**src/rtl/dsi_host_top_sys.sv**
```systemverilog
// CPU-side system hub: decodes soft-core bus accesses to RAM (single-beat AXI4-Lite), debug port or unmapped space.
// One access at a time; bus_ready pulses for one cycle when the access retires.
module dsi_host_top_sys #(
   parameter int          RAM_ADDR_W = 18,
   parameter logic [31:0] DEBUG_ADDR = 32'h1000_0000
) (
   input  logic        clk_in,
   input  logic        rst_n_in,
   input  logic [31:0] bus_addr,
   input  logic        bus_write,
   input  logic        bus_read,
   input  logic [31:0] bus_writedata,
   input  logic [3:0]  bus_byteen,
   output logic [31:0] bus_readdata,
   output logic        bus_ready,
   output logic        debug_valid,
   output logic [31:0] debug_data,
   output logic [31:0] m_axi_awaddr,
   output logic        m_axi_awvalid,
   input  logic        m_axi_awready,
   output logic [31:0] m_axi_wdata,
   output logic [3:0]  m_axi_wstrb,
   output logic        m_axi_wvalid,
   input  logic        m_axi_wready,
   input  logic [1:0]  m_axi_bresp,
   input  logic        m_axi_bvalid,
   output logic        m_axi_bready,
   output logic [31:0] m_axi_araddr,
   output logic        m_axi_arvalid,
   input  logic        m_axi_arready,
   input  logic [31:0] m_axi_rdata,
   input  logic [1:0]  m_axi_rresp,
   input  logic        m_axi_rvalid,
   output logic        m_axi_rready
);

   typedef enum logic [2:0] {IDLE, DBG, AXI_WR, AXI_B, AXI_AR, AXI_R, DONE} state_t;

   state_t state, state_nxt;
   logic   ram_hit, dbg_hit;
   logic   resp_unused;

   // Responses are not reported back to the CPU bus.
   assign resp_unused = ^{m_axi_bresp, m_axi_rresp};

   assign ram_hit = (bus_addr[31:RAM_ADDR_W] == '0);
   assign dbg_hit = (bus_addr == DEBUG_ADDR);

   assign bus_ready    = (state == DONE);
   assign m_axi_bready = (state == AXI_B);
   assign m_axi_rready = (state == AXI_R);

   always_ff @(posedge clk_in) begin
      if (!rst_n_in) state <= IDLE;
      else           state <= state_nxt;
   end

   always_comb begin
      state_nxt = state;
      case (state)
         IDLE: begin
            if (bus_write)     state_nxt = ram_hit ? AXI_WR : DONE;
            else if (bus_read) state_nxt = ram_hit ? AXI_AR : DONE;
         end
         DBG:    state_nxt = DONE;
         AXI_WR: begin
            // Each channel is finished once its valid has dropped or handshakes now.
            if ((!m_axi_awvalid || m_axi_awready) && (!m_axi_wvalid || m_axi_wready))
               state_nxt = AXI_B;
         end
         AXI_B:  if (m_axi_bvalid)  state_nxt = DONE;
         AXI_AR: if (m_axi_arready) state_nxt = AXI_R;
         AXI_R:  if (m_axi_rvalid)  state_nxt = DONE;
         DONE:   state_nxt = IDLE;
         default: state_nxt = IDLE;
      endcase
   end

   always_ff @(posedge clk_in) begin
      if (!rst_n_in) begin
         bus_readdata  <= '0;
         debug_valid   <= 1'b0;
         debug_data    <= '0;
         m_axi_awaddr  <= '0;
         m_axi_awvalid <= 1'b0;
         m_axi_wdata   <= '0;
         m_axi_wstrb   <= '0;
         m_axi_wvalid  <= 1'b0;
         m_axi_araddr  <= '0;
         m_axi_arvalid <= 1'b0;
      end else begin
         debug_valid <= 1'b0;
         case (state)
            IDLE: begin
               if (bus_write) begin
                  if (ram_hit) begin
                     m_axi_awaddr  <= {bus_addr[31:2], 2'b00};
                     m_axi_wdata   <= bus_writedata;
                     m_axi_wstrb   <= bus_byteen;
                     m_axi_awvalid <= 1'b1;
                     m_axi_wvalid  <= 1'b1;
                  end else if (dbg_hit) begin
                     debug_data  <= bus_writedata;
                     debug_valid <= 1'b1;
                  end
               end else if (bus_read) begin
                  if (ram_hit) begin
                     m_axi_araddr  <= {bus_addr[31:2], 2'b00};
                     m_axi_arvalid <= 1'b1;
                  end else begin
                     bus_readdata <= '0;
                  end
               end
            end
            AXI_WR: begin
               if (m_axi_awvalid && m_axi_awready) m_axi_awvalid <= 1'b0;
               if (m_axi_wvalid && m_axi_wready)   m_axi_wvalid  <= 1'b0;
            end
            AXI_AR: if (m_axi_arready) m_axi_arvalid <= 1'b0;
            AXI_R:  if (m_axi_rvalid)  bus_readdata  <= m_axi_rdata;
            default: ;
         endcase
      end
   end

endmodule

```
**config.mk**
```make
export PLATFORM = sky130hd
export DESIGN_NAME = dsi_host_top_sys
export DESIGN_NICKNAME = d
export VERILOG_FILES = /design/src/rtl/dsi_host_top_sys.sv
export SDC_FILE = /design/constraint.sdc
export NUM_CORES = 1
export LEC_CHECK = 0
export ABC_CLOCK_PERIOD_IN_PS = 2450
export BUFFER_PORTS_ARGS = -buffer_cell sky130_fd_sc_hd__buf_2
export CAP_MARGIN = 20
export CORE_ASPECT_RATIO = 1.75
export CORE_MARGIN = 8
export CORE_UTILIZATION = 47
export CTS_BUF_LIST = sky130_fd_sc_hd__clkbuf_4 sky130_fd_sc_hd__clkbuf_8 sky130_fd_sc_hd__clkbuf_16
export CTS_CLUSTER_DIAMETER = 30
export DETAILED_ROUTE_END_ITERATION = 12
export PLACE_DENSITY = 0.92
export SYNTH_ARGS = -nofsm -noshare
export SYNTH_HDL_FRONTEND = slang
export SYNTH_SLANG_ARGS = --single-unit
```
**constraint.sdc**
```tcl
create_clock -name clk_in -period 2.45 [get_ports clk_in]
set_input_delay 0.3675 -clock clk_in [delete_from_list [all_inputs] [get_ports clk_in]]
set_output_delay 0.3675 -clock clk_in [all_outputs]
set_load 0.05 [all_outputs]
```
## Word-level counts from Yosys, hierarchy flattened

Index checks and enable logic that the tools add are counted.

- Reductions and logical operators: 21
- Order comparisons: 0
- Shifts and indexed selects: 0
- Add/subtract/negate cells: 0
- Eq/ne operators: 19
- Muxes and demuxes: 25
- $mul: 0
- Bitwise logic cells: 4
- Div/mod/pow operators: 0

Operators by type and width:

| kind | count |
|---|---|
| $mux W32 | 4 |
| $pmux W32 S2 | 1 |
| $eq A32 B29 Y1 const B | 1 |
| $ne A2 B2 Y1 const B | 11 |
| $mux W3 | 7 |
| $pmux W3 S6 | 1 |
| $reduce_and A4 Y1 | 4 |
| $reduce_and A5 Y1 | 3 |
| $logic_not A14 Y1 | 1 |
| $eq A3 B3 Y1 const B | 3 |
| $mux W1 | 8 |
| $eq A3 B2 Y1 const B | 2 |
| $pmux W1 S2 | 3 |
| $reduce_bool A2 Y1 | 3 |
| $not A1 Y1 | 4 |
| $reduce_or A4 Y1 | 1 |
| $eq A3 B1 Y1 const B | 1 |
| $logic_and A1 B1 Y1 | 3 |
| $logic_not A3 Y1 | 1 |
| $ne A3 B3 Y1 const B | 1 |
| $reduce_and A3 Y1 | 1 |
| $logic_not A1 Y1 | 2 |
| $logic_or A1 B1 Y1 | 2 |
| $mux W2 | 1 |

- Input port bits: 113
- Memories kept: 0
- Latch bits: 0
- Register bits after elaboration: 167
- Bits in writable memories: 0
- ROM bits: 0

## Depth between registers and ports, before layout

- Depth in word-level cells: 5
- Gate-level depth with buffers: 7
- Gate-level depth less buffers: 5

## Least setup slack after synthesis

Ideal clock, no wire load.

- Kind: reg-to-reg
- Start: register state[0]
- End: register bus_readdata[13]
- Clock period less this slack: 2.087 ns
- Path slack: 0.363 ns
- Library setup time: 0.066 ns
- Data arrival time: 2.022 ns
- Stages on the path, launching flop included: 8
- Cells stage by stage: dfxtp_1 inv_1 nor3b_2 and2_1 buf_1 buf_2 a22oi_1 nor2_1

- Longest elaborated chain between the ends: 3

Ends and longest elaborated chain:

| what | RTL line | RTL |
|---|---|---|
| start, declared | 39 | `state_t state, state_nxt;` |
| start signal, assigned | 55 | `else state <= state_nxt;` |
| $eq A3 B3 Y1 * | - |  |
| via m_axi_rready | 34 | `output logic m_axi_rready` |
| $ne A2 B2 Y1 (no source line) / $reduce_bool A2 Y1 (equally long branches) | - |  |
| $reduce_and A5 Y1 (no source line) | - |  |
| end signal, assigned | 120 | `AXI_R: if (m_axi_rvalid) bus_readdata <= m_axi_rdata;` |
| end, declared | 14 | `output logic [31:0] bus_readdata,` |

Mark *: on every way through the listed nets, which the timed path passes. The rest lies on a longest branch.
A chain may end at the register's enable or synchronous reset.

## Final worst setup path

- Start: register state[0]
- End: output port m_axi_rready

- Longest elaborated chain between the ends: 1

Ends and longest elaborated chain:

| what | RTL line | RTL |
|---|---|---|
| $eq A3 B3 Y1 | 51 | `assign m_axi_rready = (state == AXI_R);` |
| end, declared | 34 |  |

No other way between the ends.

==> impl_metrics.yaml <==
synth:
  synth-edff-count: 0
  ys_dominant_reg_cell: "sky130_fd_sc_hd__dfxtp_1"
  yosys_warnings: 0
  syn_area_sq_um: 6300
  synth_top_cell_area_share: 0.531
  syn_inst: 697
  netlist_top_cells_area: "sky130_fd_sc_hd__dfxtp_1 53%, sky130_fd_sc_hd__nand2_1 9.2%, sky130_fd_sc_hd__mux2i_1 5.1%"
  leading_cell_type_by_number_of_instances_after_synthesis: "sky130_fd_sc_hd__dfxtp_1"
  ys_top_cells_by_count: "167 x sky130_fd_sc_hd__dfxtp_1, 154 x sky130_fd_sc_hd__nand2_1, 55 x sky130_fd_sc_hd__nand3_1"
  synth_largest_area_cell: "sky130_fd_sc_hd__dfxtp_1"
  syn-mean-instance-area_sq_um: 9.04
  netlist-cell-type-count: 44
  postSynth.asyncResetShare: 0
  yosysSeqAreaShare: 0.531
  postSynthRegisterBits: 167
timing:
  finalClockSkew_ns: 0.0157
  fin_worst_hold_slack_ns: 0.183
  finalSetupViolCount: 0
  period_share: 0.937
  fin_tns_setup_ns: 0
  timing.max_slew.rel_slack: 0.479
  clock.fmax_mhz: 435
  worst_slew_pin_slew_ns: 0.781
  finalHoldViolations: 0
  report.final.slew_viol_count: 0
  min_period_ns: 2.30
  unrepaired_setup_endpoints_after_global_routing: "false"
die:
  overall_die_width_microns: 104
  io-pin-count: 284
  die-area_sq_um: 17500
  core.rowCount: 56
  initial_utilization: 0.476
  fp.dieH_microns: 169
  fp.coreArea_sq_um: 13200
power:
  power.density_cell_area_nw_per_um2: 727
  post-layout-total-power_mw: 5.98
  vdd.ir_drop.worst_mv: 0.425
  cellLeakagePower_nw: 3.81
clock_tree:
  cts_setup_buffers: 0
  cts.clk_slew.worst_paths_ns: 0.07
  worst_skew_pair_latency_ns: 0.41
  hold_buffers: 0
  cts-htree-levels: 4
  cts_resized: 0
  clk_path_buf_depth: 2
  clock-sinks: 167
  cts_tree: "built"
  cts-root-buf: "sky130_fd_sc_hd__clkbuf_16"
  numCtsBuffers: 17
global_route:
  overflow: 0
  first_global_vias: 5667
  number_of_antenna_violations_at_the_first_check_in_global_routing: 0
  grt_pass1_wl_microns: 28700
  grt_max_degree: 115
  grt_util_all_layers: 0.199
worst_setup_path:
  kind_of_critical_path: "reg2out"
  critPathTopFamily: "buffers and inverters"
  cp_max_stage_delay_ns: 0.55
  critPathMaxFanout: 12
  critPathCaptureType: "primary output"
  worst_r2r_path_depth: 5
  critical_path_start_type: "register"
  cpMaxStageDelayCell: "sky130_fd_sc_hd__dfxtp_1"
  cp_data_arrival_time_ns: 1.93
  data_required_critical_path_ns: 2.08
  cp_num_buf_inv: 2
  cp_cell_sequence: "inv_1 > nor3b_2 > buf_2"
  worst-path-stages: 3
final_layout:
  number_of_antenna_repair_diodes: 0
  layout-drive-gt1-share: 0.352
  post-route-util: 0.621
  area_growth_pct: 30.5
  fin_nets: 1057
place:
  gp_routability_congestion: 0.857
  dp_hpwl_microns: 13700
  portBuffers: 275
worst_hold_path:
  min_delay_path_depth: 3
  worst_min_delay_path_class: "in2reg"
routing:
  drtPass1Iterations: 4
  drc: 0
  route.antenna.remaining_nets: 0
  dr_total_vias: 5685
  detail_route.iter0.violations: 243
  wirelength_microns: 18100
  vias_per_cell: 5.03
  detail_route.wl_per_cell_microns: 16.0
job:
  cap_violations: 0
status:
  status: "completed"
==> cell families after synthesis <==
kind of cell,after synthesis,synth area share
AO/OA/AOI/OAI,123,0.125
buffers and inverters,64,0.0602
flip-flops,167,0.531
multiplexers,32,0.0509
other,1,0.000595
AND/OR/NAND/NOR,310,0.233
==> state kept, by name (all words and copies together), names as in the netlist <==
signal,cells
m_axi_awaddr,30
m_axi_awvalid,1
m_axi_wvalid,1
state,3
debug_data,32
debug_valid,1
m_axi_arvalid,1
m_axi_wstrb,4
bus_readdata,32
m_axi_wdata,32
m_axi_araddr,30
==> area by class of cell <==
class	instances	area (sq um)
Clock buffer	19	447
Timing Repair Buffer	285	1500
Fill cell	1144	5020
Inverter	4	15.0
Sequential cell	167	3340
Multi-Input combinational cell	469	2590
Tap cell	174	218
Clock inverter	13	113
==> path summary, 6_finish.rpt <==
path                                        end  slack, ns             from
worst max-delay path               m_axi_rready       0.15         state[0]
worst min-delay path             m_axi_wstrb[0]       0.18    bus_byteen[0]
worst max register to register  m_axi_awaddr[4]       0.38         state[2]
worst min register to register  m_axi_wdata[29]       0.44  m_axi_wdata[29]
==> report_power, final <==
part | internal, mW | switching, mW
Combinational | 0.234 | 0.434
Sequential | 2.75 | 0.0578
Clock | 1.37 | 1.13
==> per-stage QoR <==
stage               worst slack [ns]  std cells  cell area [sq um]
floorplan                      0.363        700               6310
global placement               0.392       1099               7660
detailed placement             0.323       1099               7660
CTS                            0.159       1131               8220
global route                  0.0692       1131               8220
finish                         0.153       1131               8220
==> metal layers <==
| metal | routed length, microns | share of wire | global-route usage | up-vias |
|---|---|---|---|---|
| met4 | 792 | 0.044 | 0.114 | 0 |
| met2 | 9220 | 0.51 | 0.351 | 229 |
| li1 | - | - | - | 2856 |
| met5 | 0 | 0 | 0 | - |
| met1 | 6720 | 0.37 | 0.199 | 2554 |
| met3 | 1410 | 0.078 | 0.0722 | 46 |
==> layout by cell type, fill, tap and decap left out, types with 21 or more instances in the layout <==
cell type,n
sky130_fd_sc_hd__a22oi_1,27
sky130_fd_sc_hd__and3_1,29
sky130_fd_sc_hd__buf_2,274
sky130_fd_sc_hd__dfxtp_1,167
sky130_fd_sc_hd__mux2i_1,32
sky130_fd_sc_hd__nand2_1,154
sky130_fd_sc_hd__nand3_1,55
sky130_fd_sc_hd__nor2_1,42
sky130_fd_sc_hd__o21ai_0,37
sky130_fd_sc_hd__o21ai_1,21
==> worst register-to-register path, cell delays in order, from the launching register on <==
cell                      delay (ns)
sky130_fd_sc_hd__dfxtp_1        0.44
sky130_fd_sc_hd__nor3_1         0.34
sky130_fd_sc_hd__and2_1         0.27
sky130_fd_sc_hd__nor3b_4        0.26
sky130_fd_sc_hd__buf_12         0.33
sky130_fd_sc_hd__o21ai_0        0.28
Power figures use the tool's default switching activity.
